==> config.mk <==
export PLATFORM = sky130hd
export DESIGN_NAME = seg_display_ctrl
export DESIGN_NICKNAME = d
export VERILOG_FILES = /design/src/rtl/seg_display_pkg.sv /design/src/rtl/bin2bcd_seq.sv /design/src/rtl/seg_display_ctrl.sv
export SDC_FILE = /design/constraint.sdc
export NUM_CORES = 1
export LEC_CHECK = 0
export ABC_AREA = 1
export CORE_MARGIN = 10
export CORE_UTILIZATION = 50
export CTS_BUF_LIST = sky130_fd_sc_hd__clkbuf_8
export DETAILED_ROUTE_END_ITERATION = 7
export PLACE_DENSITY_LB_ADDON = 0.15
export SYNTH_ARGS = -nofsm -noshare
export SYNTH_HDL_FRONTEND = slang
export SYNTH_SLANG_ARGS = --single-unit
export TNS_END_PERCENT = 20
==> constraint.sdc <==
create_clock -name clk -period 2.2 [get_ports clk]
set_input_delay 0.55 -clock clk [delete_from_list [all_inputs] [get_ports clk]]
set_output_delay 0.55 -clock clk [all_outputs]
set_load 0.005 [all_outputs]
==> src/rtl/seg_display_pkg.sv <==
// Shared constants, segment decoder and converter state encoding for the
// multiplexed common-anode 7-segment controller.
package seg_display_pkg;

   localparam logic [6:0] SEG_BLANK = 7'h7F;
   localparam logic [6:0] SEG_DASH  = 7'b0111111;

   typedef enum logic [1:0] {
      ST_IDLE   = 2'd0,
      ST_SHIFT  = 2'd1,
      ST_COMMIT = 2'd2
   } conv_state_t;

   // Active-low {g..a} pattern for one BCD digit; non-decimal codes go dark.
   function automatic logic [6:0] seg_decode(input logic [3:0] digit);
      logic [6:0] pattern;
      case (digit)
         4'd0:    pattern = 7'b1000000;
         4'd1:    pattern = 7'b1111001;
         4'd2:    pattern = 7'b0100100;
         4'd3:    pattern = 7'b0110000;
         4'd4:    pattern = 7'b0011001;
         4'd5:    pattern = 7'b0010010;
         4'd6:    pattern = 7'b0000010;
         4'd7:    pattern = 7'b1111000;
         4'd8:    pattern = 7'b0000000;
         4'd9:    pattern = 7'b0010000;
         default: pattern = SEG_BLANK;
      endcase
      return pattern;
   endfunction

   // Double-dabble correction applied to a nibble before each shift.
   function automatic logic [3:0] bcd_add3(input logic [3:0] nib);
      logic [3:0] adj;
      if (nib >= 4'd5) begin
         adj = nib + 4'd3;
      end else begin
         adj = nib;
      end
      return adj;
   endfunction

endpackage

==> src/rtl/bin2bcd_seq.sv <==
// Sequential binary-to-BCD converter (double dabble) behind a valid/ready load.
// One add-3-then-shift step per cycle; result is presented for one commit cycle.
module bin2bcd_seq
   import seg_display_pkg::*;
#(
   parameter int NUM_DIGITS = 4,
   parameter int VAL_W      = 14
) (
   input  logic                    clk,
   input  logic                    rst_n,
   input  logic                    value_valid,
   input  logic [VAL_W-1:0]        value,
   output logic                    value_ready,
   output logic [4*NUM_DIGITS-1:0] bcd,
   output logic                    ovf,
   output logic                    commit
);

   localparam int BCD_W = 4 * NUM_DIGITS;
   localparam int CNT_W = (VAL_W > 1) ? $clog2(VAL_W) : 1;
   localparam logic [CNT_W-1:0] CNT_LAST = CNT_W'(VAL_W - 1);
   localparam int unsigned MAX_INT = 10 ** NUM_DIGITS - 1;
   localparam logic [VAL_W:0] MAX_VAL = (VAL_W + 1)'(MAX_INT);

   conv_state_t        state_r;
   conv_state_t        state_s;
   logic [VAL_W-1:0]   shift_r;
   logic [BCD_W-1:0]   bcd_r;
   logic [BCD_W-1:0]   bcd_adj_s;
   logic [CNT_W-1:0]   cnt_r;
   logic               ovf_r;
   logic               ready_r;
   logic               accept_s;

   assign accept_s = value_valid & ready_r;

   // Next-state logic for the IDLE/SHIFT/COMMIT sequence.
   always_comb begin
      state_s = state_r;
      case (state_r)
         ST_IDLE: begin
            if (accept_s) begin
               state_s = ST_SHIFT;
            end else begin
               state_s = ST_IDLE;
            end
         end
         ST_SHIFT: begin
            if (cnt_r == CNT_LAST) begin
               state_s = ST_COMMIT;
            end else begin
               state_s = ST_SHIFT;
            end
         end
         ST_COMMIT: state_s = ST_IDLE;
         default:   state_s = ST_IDLE;
      endcase
   end

   // State register.
   always_ff @(posedge clk or negedge rst_n) begin
      if (!rst_n) begin
         state_r <= ST_IDLE;
      end else begin
         state_r <= state_s;
      end
   end

   // Per-nibble add-3 correction on the current BCD accumulator.
   always_comb begin
      bcd_adj_s = bcd_r;
      for (int i = 0; i < NUM_DIGITS; i++) begin
         bcd_adj_s[4*i +: 4] = bcd_add3(bcd_r[4*i +: 4]);
      end
   end

   // Conversion datapath: latch on accept, shift VAL_W times, reopen after commit.
   always_ff @(posedge clk or negedge rst_n) begin
      if (!rst_n) begin
         shift_r <= '0;
         bcd_r   <= '0;
         cnt_r   <= '0;
         ovf_r   <= 1'b0;
         ready_r <= 1'b1;
      end else begin
         case (state_r)
            ST_IDLE: begin
               if (accept_s) begin
                  shift_r <= value;
                  bcd_r   <= '0;
                  cnt_r   <= '0;
                  ovf_r   <= ({1'b0, value} > MAX_VAL);
                  ready_r <= 1'b0;
               end
            end
            ST_SHIFT: begin
               bcd_r   <= {bcd_adj_s[BCD_W-2:0], shift_r[VAL_W-1]};
               shift_r <= {shift_r[VAL_W-2:0], 1'b0};
               cnt_r   <= cnt_r + CNT_W'(1);
            end
            ST_COMMIT: ready_r <= 1'b1;
            default:   ready_r <= 1'b1;
         endcase
      end
   end

   assign value_ready = ready_r;
   assign bcd         = bcd_r;
   assign ovf         = ovf_r;
   assign commit      = (state_r == ST_COMMIT);

endmodule

==> src/rtl/seg_display_ctrl.sv <==
// N-digit multiplexed 7-segment controller: sequential BCD conversion, digit scan,
// blink, decimal points, leading-zero blanking and overflow dashes. Outputs registered.
module seg_display_ctrl
   import seg_display_pkg::*;
#(
   parameter int NUM_DIGITS  = 4,
   parameter int VAL_W       = 14,
   parameter int REFRESH_DIV = 50_000,
   parameter int BLINK_DIV   = 50_000_000
) (
   input  logic                  clk,
   input  logic                  rst_n,
   input  logic                  value_valid,
   input  logic [VAL_W-1:0]      value,
   output logic                  value_ready,
   input  logic [NUM_DIGITS-1:0] blink_mask,
   input  logic [NUM_DIGITS-1:0] dp_mask,
   input  logic                  blank_lz_en,
   output logic [6:0]            seg,
   output logic                  dp,
   output logic [NUM_DIGITS-1:0] an,
   output logic                  overflow
);

   localparam int BCD_W = 4 * NUM_DIGITS;
   localparam int REF_W = $clog2(REFRESH_DIV);
   localparam int BLK_W = $clog2(BLINK_DIV);
   localparam int IDX_W = (NUM_DIGITS > 1) ? $clog2(NUM_DIGITS) : 1;
   localparam logic [REF_W-1:0] REF_TC   = REF_W'(REFRESH_DIV - 1);
   localparam logic [BLK_W-1:0] BLK_TC   = BLK_W'(BLINK_DIV - 1);
   localparam logic [IDX_W-1:0] IDX_LAST = IDX_W'(NUM_DIGITS - 1);

   logic [BCD_W-1:0]      conv_bcd_s;
   logic                  conv_ovf_s;
   logic                  conv_commit_s;
   logic [BCD_W-1:0]      disp_bcd_r;
   logic                  overflow_r;
   logic [REF_W-1:0]      ref_cnt_r;
   logic [IDX_W-1:0]      idx_r;
   logic [BLK_W-1:0]      blink_cnt_r;
   logic                  blink_phase_r;
   logic [NUM_DIGITS-1:0] slot_sel_s;
   logic [NUM_DIGITS-1:0] zero_above_s;
   logic [3:0]            cur_digit_s;
   logic                  cur_blink_s;
   logic                  cur_dp_s;
   logic                  cur_zero_s;
   logic [6:0]            seg_s;
   logic                  dp_s;
   logic [6:0]            seg_r;
   logic                  dp_r;
   logic [NUM_DIGITS-1:0] an_r;

   bin2bcd_seq #(
      .NUM_DIGITS (NUM_DIGITS),
      .VAL_W      (VAL_W)
   ) u_conv (
      .clk         (clk),
      .rst_n       (rst_n),
      .value_valid (value_valid),
      .value       (value),
      .value_ready (value_ready),
      .bcd         (conv_bcd_s),
      .ovf         (conv_ovf_s),
      .commit      (conv_commit_s)
   );

   // Displayed value changes only on a completed conversion.
   always_ff @(posedge clk or negedge rst_n) begin
      if (!rst_n) begin
         disp_bcd_r <= '0;
         overflow_r <= 1'b0;
      end else if (conv_commit_s) begin
         disp_bcd_r <= conv_bcd_s;
         overflow_r <= conv_ovf_s;
      end
   end

   // Refresh counter and digit-slot index.
   always_ff @(posedge clk or negedge rst_n) begin
      if (!rst_n) begin
         ref_cnt_r <= '0;
         idx_r     <= '0;
      end else if (ref_cnt_r == REF_TC) begin
         ref_cnt_r <= '0;
         idx_r     <= (idx_r == IDX_LAST) ? '0 : idx_r + IDX_W'(1);
      end else begin
         ref_cnt_r <= ref_cnt_r + REF_W'(1);
      end
   end

   // Blink timebase; parked in the lit phase while nothing blinks.
   always_ff @(posedge clk or negedge rst_n) begin
      if (!rst_n) begin
         blink_cnt_r   <= '0;
         blink_phase_r <= 1'b1;
      end else if (|blink_mask) begin
         if (blink_cnt_r == BLK_TC) begin
            blink_cnt_r   <= '0;
            blink_phase_r <= ~blink_phase_r;
         end else begin
            blink_cnt_r   <= blink_cnt_r + BLK_W'(1);
         end
      end else begin
         blink_cnt_r   <= '0;
         blink_phase_r <= 1'b1;
      end
   end

   // zero_above_s[g]: digit g and every more significant digit are zero.
   for (genvar g = 0; g < NUM_DIGITS; g++) begin : g_slot
      assign slot_sel_s[g]   = (idx_r == IDX_W'(g));
      assign zero_above_s[g] = (disp_bcd_r[BCD_W-1:4*g] == '0);
   end

   // AND-OR select of the per-slot attributes for the active digit.
   always_comb begin
      cur_digit_s = 4'd0;
      cur_blink_s = 1'b0;
      cur_dp_s    = 1'b0;
      cur_zero_s  = 1'b0;
      for (int i = 0; i < NUM_DIGITS; i++) begin
         cur_digit_s = cur_digit_s | (disp_bcd_r[4*i +: 4] & {4{slot_sel_s[i]}});
         cur_blink_s = cur_blink_s | (blink_mask[i] & slot_sel_s[i]);
         cur_dp_s    = cur_dp_s | (dp_mask[i] & slot_sel_s[i]);
         cur_zero_s  = cur_zero_s | (zero_above_s[i] & slot_sel_s[i]);
      end
   end

   // Priority: overflow dash, blink-off, leading-zero blank, then decoded digit.
   always_comb begin
      seg_s = SEG_BLANK;
      dp_s  = 1'b1;
      if (overflow_r) begin
         seg_s = SEG_DASH;
         dp_s  = 1'b1;
      end else if (cur_blink_s && !blink_phase_r) begin
         seg_s = SEG_BLANK;
         dp_s  = 1'b1;
      end else if (blank_lz_en && (idx_r != '0) && cur_zero_s) begin
         seg_s = SEG_BLANK;
         dp_s  = ~cur_dp_s;
      end else begin
         seg_s = seg_decode(cur_digit_s);
         dp_s  = ~cur_dp_s;
      end
   end

   // Pin registers; everything dark in reset.
   always_ff @(posedge clk or negedge rst_n) begin
      if (!rst_n) begin
         seg_r <= SEG_BLANK;
         dp_r  <= 1'b1;
         an_r  <= '1;
      end else begin
         seg_r <= seg_s;
         dp_r  <= dp_s;
         an_r  <= ~slot_sel_s;
      end
   end

   assign seg      = seg_r;
   assign dp       = dp_r;
   assign an       = an_r;
   assign overflow = overflow_r;

endmodule

* Yosys cells after proc, flatten, opt, wreduce, memory -nomap -nowiden
Memory sizes are Yosys's and may differ from the RTL's. Index checks and enable logic that the tools add are counted. Widths: inputs -> output; s select.
Storage, ports and cells: logic and storage cells 114, input port bits 26, memory bits (read-only) 112, memories 1, output and inout bits 14, register bits 112
Memories:
- (no name shown) | depth 16, bits a word 7, rd ports 1, clocked after memory_dff 0, wr ports 0, RTL line seg_display_pkg.sv:17 | case (digit)
Cells by class: bitwise operators 33, reduce and logical (&&, ||, !) cells 16, $lt $le $gt $ge 5, mux-type cells 26, equality and inequality tests 10, add/subtract/negate cells 8
Operator list (count):
- $mux 26 | 2
- $mux 16 | 2
- $pmux 16 s2 | 1
- $pmux 14 s2 | 1
- $add 26x1->26 const B | 1
- $eq 26x26->1 const B | 1
- $mux 7 | 3
- $add 16x1->16 const B | 1
- $and 4x4->4 | 4
- $eq 16x16->1 const B | 1
- $ge 4x3->1 const B | 4
- $logic_not 16->1 | 1
- $mux 4 | 4
- $gt 14x14->1 const B | 1
- $mux 14 | 1
- $and 1x1->1 | 13
- $add 4x2->4 const B | 3
- $logic_not 12->1 | 1
- $or 4x4->4 | 3
- $or 1x1->1 | 9
- $logic_not 8->1 | 1
- $pmux 4 s2 | 1
- $eq 2x2->1 const B | 3
- $mux 1 | 6
- 19 further kinds | 30

* Longest topological paths before layout
word-level depth 9, mapped depth 13, mapped depth without buffers 13

* Cells and area by module
Synthesis repeated with hierarchy kept, for this count alone.
Unflattened totals: cell total of the unflattened synthesis 805, area, all modules 6139.6 um2
Modules (own cells, without submodules):
- seg_display_ctrl | sequential area each 1868.0 um2, area an instance 3972.6 um2, times used 1, cells an instance 511
- bin2bcd_seq | sequential area each 952.2 um2, area an instance 2167.1 um2, times used 1, cells an instance 294

* Least setup slack after synthesis
Ideal clock, no wire load.
path kind register to register, start register idx_r[0], end register seg_r[3] (netlist: seg[3]), data required time 2.108 ns, stages on the path, launching flop included 11, arrival time 1.647 ns, path buffers 0, library setup time 0.092 ns, slack 0.461 ns, cell sequence dfrtp_1 inv_1 ha_1 inv_2 o21ai_0 nor2_2 ha_1 inv_1 nor2_1 o21ai_0 nand3_1
Between the ends: longest elaborated chain between the ends 9, elaborated cells between the ends (all ways) 33
Ends and longest elaborated chain:
- from (decl) | RTL line seg_display_ctrl.sv:39 | logic [IDX_W-1:0] idx_r;
- from (signal assigned) | RTL line seg_display_ctrl.sv:86 | idx_r <= (idx_r == IDX_LAST) ? '0 : idx_r + IDX_W'(1);
- $eq 2x1->1 or $logic_not 2->1 (tied branches) | RTL line seg_display_ctrl.sv:112 | assign slot_sel_s[g] = (idx_r == IDX_W'(g));
- $and 4x4->4 or $and 1x1->1 (tied branches) | RTL line seg_display_ctrl.sv:123, seg_display_ctrl.sv:126
- $or 4x4->4 or $or 1x1->1 (tied branches) (3 in series) | RTL line seg_display_ctrl.sv:123, seg_display_ctrl.sv:126
- $mem_v2 16x7 or $logic_and 1x1->1 (tied branches)
- $mux 7 | RTL line seg_display_ctrl.sv:140 | end else if (blank_lz_en && (idx_r != '0) && cur_zero_s) begin
- $mux 7 (*) | RTL line seg_display_ctrl.sv:137 | end else if (cur_blink_s && !blink_phase_r) begin
- $mux 7 (*) | RTL line seg_display_ctrl.sv:134 | if (overflow_r) begin
- named net seg_s[3] | RTL line seg_display_ctrl.sv:48 | logic [6:0] seg_s;
- to (signal assigned) | RTL line seg_display_ctrl.sv:156 | seg_r <= seg_s;
- to (decl) | RTL line seg_display_ctrl.sv:50 | logic [6:0] seg_r;
Mark *: on every way through the listed nets, which the timed path passes. The rest lies on a longest branch. A chain may end at the register's enable or synchronous reset.

* Worst setup path after layout
start register seg_r[1] (netlist: seg[1]), end output port seg[1]
RTL lines:
- to (decl) | RTL line seg_display_ctrl.sv:19 | output logic [6:0] seg,
No word-level cell between the ends.

==> summary.md <==
| Metric | Value |
|---|---|
| Status | `complete, no violations` |
| WS Path Type | `reg -> out` |
| Worst skew pair latency | `0.39 ns` |
| Cell count after synthesis | `724` |
| GR Overflow Total | `0` |
| GRT Total Usage | `16.43%` |
| Critical Path RT | `1.65 ns` |
| RR Endpoint | `seg[1]` |
| Netlist Area Pre-Place | `between 5000 and 6000 um^2` |
| DR WL/cell | `14.25 um` |
| Crit path DAT | `1.46 ns` |
| Worst Path Max Fanout | `1` |
| Startpoint Class | `register` |
| Finished Core Util | `58.22%` |
| Post-synthesis sequential area ratio | `48.43%` |
| Global-route wire length before repair | `22.11 mm` |
| Post-route DRC | `0` |
| Final Power | `6.728 mW` |
| Drt via density | `between 5 and 6` |
| Max capacitance violation total | `0` |
| Die footprint | `between 15000 and 20000 um^2` |
| CTS max path bufs | `2` |
| GR Util met1 | `21.02%` |
| CP max stage cell | `clkdlybuf4s50_1` |
| Synth Register Bits | `112` |
| Syn avg cell area | `8.043 um^2` |
| Clock skew | `0.01050 ns` |
| Nature of the critical path endpoint | `output port` |
| Synth top area share | `42.11%` |
| DRT iter0 DRCs | `305` |
| Drt total wl | `13.08 mm` |
| Setup tns final | `0 ns` |
| Hold crit path type | `in -> async` |
| Layout Nets | `815` |
| Lkg Pwr | `between 3 and 4 nW` |
| Synth warn | `0` |
| Cell count along the critical path | `1` |
| Layer with the highest usage | `met2` |
| ANT nets after route | `0` |
| Reg2Reg Setup Slack | `between 0.2 and 0.25 ns` |
| Largest area contributor in the netlist | `dfrtp_1` |
| Final RePlAce weighted congestion | `0.8738` |
| Area of the core | `11420 um^2` |
| PostCTS Resize Cnt | `0` |
| Post-layout min period | `2.014 ns` |
| Primary FF master, synth | `dfrtp_1` |
| Slew of the pin with the lowest slew margin | `roughly 0.52 ns` |
| Die H | `127.9 um` |
| Met2 usage | `27.00%` |
| Unrepaired setup endpoints after global routing | `no` |
| CTS buffer count | `9` |
| Crit-path max cell delay | `0.55 ns` |
| Synth area leaders | `dfrtp_1 (42%), nand2_1 (10%), nor2_1 (8.8%)` |
| Row count | `39` |
| Critical-path cell list | `clkdlybuf4s50_1` |
| Critical path buffers and inverters | `1` |
| Initial Util | `51.00%` |
| Slew Limit Fails | `0` |
| Final hold slack | `~0.027 ns` |
| Post-route setup slack | `roughly 0.19 ns` |
| DP HPWL | `9.919 mm` |
| Grt met3 use | `4.301%` |
| Syn_nets | `approximately 770` |
| CTS H-tree depth | `3` |
| Number of antenna violations at the first check in global routing | `0` |
| Area Overhead vs Synth | `14.16%` |
| TritonCTS Sinks | `around 110` |
| R2R depth | `8` |
| Die width | `roughly 130 um` |
| Vias in the first global route | `4682` |
| Post-synth EDFFs | `0` |
| I/O Buffers | `39` |
| Worst r2r src | `idx_r[0]` |
| Distinct cells, synth | `36` |
| Setup violators final | `0` |
| Largest net degree at the start of global routing | `53` |
| Final hold vios | `0` |
| Tcrit/Tclk final | `slightly above 90%` |
| CTS clock-pin slew for the worst setup and hold paths | `around 0.11 ns` |
| Pre-CTS WS | `0.1958 ns` |
| Crit path max-delay family | `buffers and inverters` |
| PD cells | `1012 nW/um^2` |
| IO Pins | `40` |
| Worst vdd ir | `0.0006755 V` |
| Drt pass-1 iters | `4` |
| Vias | `between 4000 and 5000` |
| Cts hold-fix bufs | `0` |
| Slew headroom | `about 65%` |
| Post-CTS Setup Inserts | `0` |
| Inserted Diodes | `0` |
| Synth async-reset ratio | `100.0%` |
| Max Fclk | `0.4965 GHz` |
| Clock root cell | `clkbuf_8` |
| Worst setup path start | `seg[1]` |
| Share of layout cells above drive strength 1 | `under 10%` |
| CTS tree | `done` |
==> cells in the mapped netlist, types with 7 or more instances <==
cell type / number
a21oi_1: 16
buf_2: 7
dfrtp_1: 98
dfstp_2: 14
ha_1: 19
inv_1: 81
nand2_1: 160
nand3_1: 37
nand4_1: 12
nor2_1: 136
nor3_1: 14
o21ai_0: 45
o22ai_1: 15
xor2_1: 22
==> sequential cells by signal, summed over array words and instances, names as in the netlist <==
name / count
u_conv.value_ready: 1
u_conv.ovf: 1
seg: 7
overflow: 1
disp_bcd_r: 16
dp: 1
ref_cnt_r: 16
u_conv.cnt_r: 4
an: 4
idx_r: 2
u_conv.shift_r: 14
u_conv.bcd: 16
blink_cnt_r: 26
blink_phase_r: 1
u_conv.state_r: 2
==> per-layer routing <==
metal | share of wire [%] | routed length, um | vias to the layer above
met5 | 0 | 0 | -
met4 | 1.1 | 150 | 0
met3 | 3.8 | 503 | 15
met2 | 49 | 6348 | 89
met1 | 46 | 6077 | 2307
li1 | - | - | 2398
==> stage by stage <==
step / std cells / instance area [um^2]
final: 918 / 6648
after global routing: 918 / 6648
after CTS: 918 / 6648
after detailed placement: 902 / 6430
after global placement: 902 / 6430
after floorplan: 724 / 5823
==> where the power goes <==
part,internal [mW],switching (mW),leakage [nW]
Sequential,2.67,0.409,1.40
Clock,0.644,0.714,0.111
Combinational,0.935,1.36,1.56
Total,4.25,2.48,3.07
==> cell type report <==
type | instances | area [um^2]
fillers | 1072 | 4771
flip-flops and latches | 112 | 2820
multi-input cells | 512 | 2606
repair buffers | 48 | 493.0
inverters | 87 | 331.6
well taps | 143 | 178.9
clock buffers | 9 | 123.9
clock inverters | 7 | 93.84
==> worst max-delay path by stage <==
stage                                 end
final                              seg[1]
after CTS                     value_ready
after global placement    blink_cnt_r[22]
after floorplan                    seg[3]
after global routing               seg[6]
after detailed placement  blink_cnt_r[22]
==> cell usage in the layout, fill, tap and decap left out, types with 2 or more instances in the layout <==
cell and n:
o21ai_0 45, inv_6 2, nor2_1 136, inv_2 4, dfrtp_1 98, buf_12 3
xnor2_1 3, nand2_1 160, nor2_2 6, xor2_1 22, nor3_2 3, o211ai_1 2
dfstp_2 14, buf_4 7, o21bai_1 2, o22ai_1 15, clkbuf_8 9, nand3_1 37
a21oi_1 16, inv_1 82, ha_1 19, nand4_1 12, nor2_4 6, clkdlybuf4s50_1 38
nor3_1 14, bufinv_16 2, o32ai_1 4
==> cell families after synthesis <==
logic type | after synthesis | share of synthesized area [%]
buf+inv | 100 | 6.811
compound gates | 86 | 8.229
simple gates | 382 | 28.69
xor+xnor | 25 | 3.760
flops | 112 | 48.43
fa+ha+maj | 19 | 4.083
Power figures use the tool's default switching activity.
==> variant 1 (same flow settings) <==
Re-encode `conv_state_t` (3 states) as one-hot, 3 bits wide.
--- a/src/rtl/seg_display_pkg.sv
+++ b/src/rtl/seg_display_pkg.sv
@@ -5,10 +5,10 @@
    localparam logic [6:0] SEG_BLANK = 7'h7F;
    localparam logic [6:0] SEG_DASH  = 7'b0111111;
 
-   typedef enum logic [1:0] {
-      ST_IDLE   = 2'd0,
-      ST_SHIFT  = 2'd1,
-      ST_COMMIT = 2'd2
+   typedef enum logic [2:0] {
+      ST_IDLE   = 3'b001,
+      ST_SHIFT  = 3'b010,
+      ST_COMMIT = 3'b100
    } conv_state_t;
 
    // Active-low {g..a} pattern for one BCD digit; non-decimal codes go dark.
Function: same outputs for any inputs over 10 cycles, from zero or initial values and one cycle with rst_n low; not proved beyond that.
==> variant 1 against the original RTL <==
- cell area rose by 5.2%
- wire length is 0.77% lower
- area after synthesis is 2.9% higher
- worst setup slack worse by 68 ps
- sequential cell count is 1 higher
- via count increased by 3.1%
- non-clock buffer count up 2
- clock skew is 1.4 ps lower
Power is not compared: it rests on default switching activity, and its combinational part moved more than twofold at a synthesized area within 25%.
==> variant 1: results (changes against the original RTL) <==
metric,value,unit,change
slowest library cell on the worst path,sky130_fd_sc_hd__clkdlybuf4s50_1,,
Post-Synthesis Mean Instance Area,8.00,sq um,-0.51%
number of distinct library cells after synthesis,38,,+5.6%
number of warnings reported in the yosys synthesis log,0,,unchanged
global-route wire length before repair,22400,um,+1.3%
maximum number of pins on one net before global-route repair,43,,-19%
H-tree Lvls,4,,+1
maximum fanout count along the critical path,5,,+4
CTS Buffer Depth,2,,unchanged
clk slew on worst S/H paths,80,ps,-30 ps
placed cells,930,,+3.1%
sequential area share after synthesis,47.5,%,-0.94 points
net count of the finished layout,851,,+4.4%
result of the run,finished clean,,
fraction of layout instances using a drive strength above 1,13.1,%,+4.7 points
ys async rst share,100,%,unchanged
initial drt markers,304,,-0.33%
via count,4959,,+3.1%
top achievable clock speed,0.480,GHz,-3.3%
Clock Skews,9.05,ps,-1.44 ps
Least-Margin Pin Slew,480,ps,-39.8 ps
DP HPWL,9660,um,-2.6%
placer congestion estimate,0.869,,-0.50%
total global routing track utilization,16.7,%,+0.25 points
number of global-route vias before repair,4832,,+3.2%
Routed WL,13000,um,-0.77%
largest cells by area after synthesis,"sky130_fd_sc_hd__dfrtp_1 41%, sky130_fd_sc_hd__nand2_1 11%, sky130_fd_sc_hd__dfstp_2 6.6%",,
Arrival @ worst endpoint,1530,ps,+70 ps
worst vdd rail ir drop,0.573,mV,
cell types with the highest counts after synthesis,"175 x sky130_fd_sc_hd__nand2_1, 102 x sky130_fd_sc_hd__nor2_1, 98 x sky130_fd_sc_hd__dfrtp_1",,
syn nets,794,,+3.3%
number of CTS-inserted buffers,17,,+8
global-route met2 utilization,27.1,%,+0.084 points
GR Layer Usage met1,20.2,%,-0.80 points
number of detailed-route iterations in the first pass,5,,+1
Skew-Pair Late Insertion Delay,460,ps,+70 ps
setup slack after placement,280,ps,+84.7 ps
wire length per cell,13.5,um,-5.3%
## variant 1: through the flow
step                      hold slack (ps)  total power (uW)  cell area, sq um
after global routing                 54.5              5680              7000
after CTS                            39.9              5410              6990
final                                45.1              5350              7000
after floorplan                       254              3180              5990
after detailed placement              459              3550              6620
after global placement                450              3500              6620
## variant 1: path summary, 6_finish.rpt
check,from,depth (start not counted),end
setup / recovery,overflow$_DFFE_PN0N_,1,overflow
hold / removal,rst_n,1,ref_cnt_r[1]$_DFF_PN0_
max in group asynchronous,rst_n,2,blink_phase_r$_DFFE_PN1P_
setup reg to reg,idx_r[0]$_DFFE_PN0N_,11,seg[3]$_DFF_PN1_
hold reg to reg,ref_cnt_r[0]$_DFF_PN0_,1,ref_cnt_r[0]$_DFF_PN0_
min in group clk,ref_cnt_r[0]$_DFF_PN0_,1,ref_cnt_r[0]$_DFF_PN0_
## variant 1: logic make-up after synthesis
| family | count (synthesis) | synth area share [%] |
|---|---|---|
| XOR/XNOR | 19 | 2.78 |
| buffers and inverters | 112 | 7.27 |
| flip-flops | 113 | 47.5 |
| adder cells (fa/ha/maj) | 19 | 3.97 |
| AO/OA/AOI/OAI | 106 | 9.81 |
| AND/OR/NAND/NOR | 380 | 28.7 |
## variant 1: final cells by class
| class | instances | area (sq um) |
|---|---|---|
| clock buffers | 17 | 234 |
| clock inverters | 15 | 135 |
| fillers | 1045 | 4570 |
| inverters | 100 | 377 |
| multi-input cells | 524 | 2720 |
| flip-flops and latches | 113 | 2850 |
| well taps | 143 | 179 |
| repair buffers | 50 | 508 |
## variant 1: power by group
| group | switching [uW] | total (uW) | internal [uW] |
|---|---|---|---|
| Combinational | 583 | 971 | 389 |
| Clock | 952 | 1850 | 901 |
| Sequential | 170 | 2530 | 2360 |
| Total | 1710 | 5350 | 3650 |
## variant 1: timing repair
| action | CTS | global route |
|---|---|---|
| hold buffers | 0 | 0 |
| setup endpoints to repair | 0 | 1 |
| setup buffers | 0 | 0 |
| gates resized for setup | 0 | 1 |
## variant 1: layer usage
metal	vias up	wire [um]
met5	-	0
met4	0	224
met3	20	596
met2	101	6160
met1	2333	6000
li1	2505	-
==> variant 2 (same settings) <==
Made on the original files. Set the parameter `BLINK_DIV` to 25_000_000 (it was 50_000_000).
--- a/src/rtl/seg_display_ctrl.sv
+++ b/src/rtl/seg_display_ctrl.sv
@@ -6,7 +6,7 @@
    parameter int NUM_DIGITS  = 4,
    parameter int VAL_W       = 14,
    parameter int REFRESH_DIV = 50_000,
-   parameter int BLINK_DIV   = 50_000_000
+   parameter int BLINK_DIV   = 25_000_000
 ) (
    input  logic                  clk,
    input  logic                  rst_n,
Function: same outputs for any inputs over 10 cycles, from zero or initial values and one cycle with rst_n low; that may be too few to reach the edited logic, so the function may still have changed.
==> variant 2 against the original RTL <==
- area after synthesis rose by 0.88%
- critical path type unchanged
- cell area rose by 0.72%
- first-iteration DRC count rose by 4.9%
- wire length fell by 4.9%
- sequential cell count fell by 1
- total power barely moved
- worst setup slack got worse by 13 ps
- largest cell class unchanged
- count of clock-buffer cells in the layout rose by 1
==> variant 2: results (changes against the original RTL) <==
metric,value,unit,change
multi-input combinational cell count,507,,-0.98%
sum of met2 wire segment lengths after detailed routing,6280,um,-1.1%
number of distinct library cells after synthesis,37,,+2.8%
Leak Pwr,0.00311,uW,+1.2%
flip-flop count of the largest register after layout,25,,-3.8%
clock buf count,10,,+1
non-clock buffering overhead in the final layout,7.59,%,+0.17 points
fraction of synthesized cell area taken by the top area cell type,41.3,%,-0.79 points
Power Total,6720,uW,about the same
number of non-clock buffers in the layout,50,,+4.2%
worst relative slew slack,65.5,%,+0.25 points
maximum number of pins on one net before global-route repair,44,,-17%
logic gate share of total power,35.9,%,+1.8 points
largest cells by area after synthesis,"sky130_fd_sc_hd__dfrtp_1 41%, sky130_fd_sc_hd__nand2_1 8.8%, sky130_fd_sc_hd__nor2_1 8.4%",,
slowest library cell on the worst path,sky130_fd_sc_hd__dfstp_2,,
initial drt markers,320,,+4.9%
Inverters excl. clock,88,,+1.1%
delay of the slowest cell on the worst path,570,ps,+20 ps
clock-cell share of area,2.97,%,-0.30 points
total global routing track utilization,16.0,%,-0.45 points
cell types with the highest counts after synthesis,"137 x sky130_fd_sc_hd__nand2_1, 132 x sky130_fd_sc_hd__nor2_1, 97 x sky130_fd_sc_hd__dfrtp_1",,
sequential area share after synthesis,47.6,%,-0.85 points
kind of cell with the highest combined delay on the critical path,flip-flops,,
syn nets,763,,-0.78%
via count,4665,,-3.0%
global-route wire length before repair,21700,um,-1.7%
area fraction in compound gates after synthesis,8.09,%,-0.14 points
result of the run,finished clean,,
FF+latch area,2800,sq um,-0.89%
sum of met3 wire segment lengths after detailed routing,444,um,-12%
sum of routed wire segments on met1,5540,um,-8.9%
wire length per cell,13.6,um,-4.6%
final antenna diode count,0,,unchanged
area used by multi-input combinational logic,2680,sq um,+3.0%
Final Core Density,58.4,%,+0.17 points
startpoint of the worst setup timing path,seg[6]$_DFF_PN1_,,
Clock Skews,8.20,ps,-2.30 ps
global-route met2 utilization,26.9,%,-0.11 points
DP HPWL,9490,um,-4.4%
GR Layer Usage met1,19.6,%,-1.4 points
XOR/XNOR Fraction of Synth Area,4.03,%,+0.27 points
[variant 2: cell count changes in the layout (fill, tap and decap cells not counted), sizes merged, moves of 3 or more]
| cell | change |
|---|---|
| nand2 | -10 |
| nor3 | -5 |
| nand3 | +13 |
| nand4 | -4 |
| inv | +4 |
| xnor2 | +3 |
[variant 2: through the flow]
stage	setup WS, ps	std cells
final	173	915
after floorplan	462	718
after detailed placement	249	899
after CTS	120	915
after global placement	351	899
after global routing	71.2	915
[variant 2: worst paths after layout]
kind	to	cells after the start	slack (ps)
max in group asynchronous	an[1]$_DFF_PN1_	2	1480
min reg2reg	u_conv.cnt_r[3]$_DFFE_PN0P_	1	490
min in group clk	u_conv.cnt_r[3]$_DFFE_PN0P_	1	490
max reg2reg	seg[3]$_DFF_PN1_	10	230
min	blink_cnt_r[24]$_DFF_PN0_	1	110
max	seg[6]	1	170
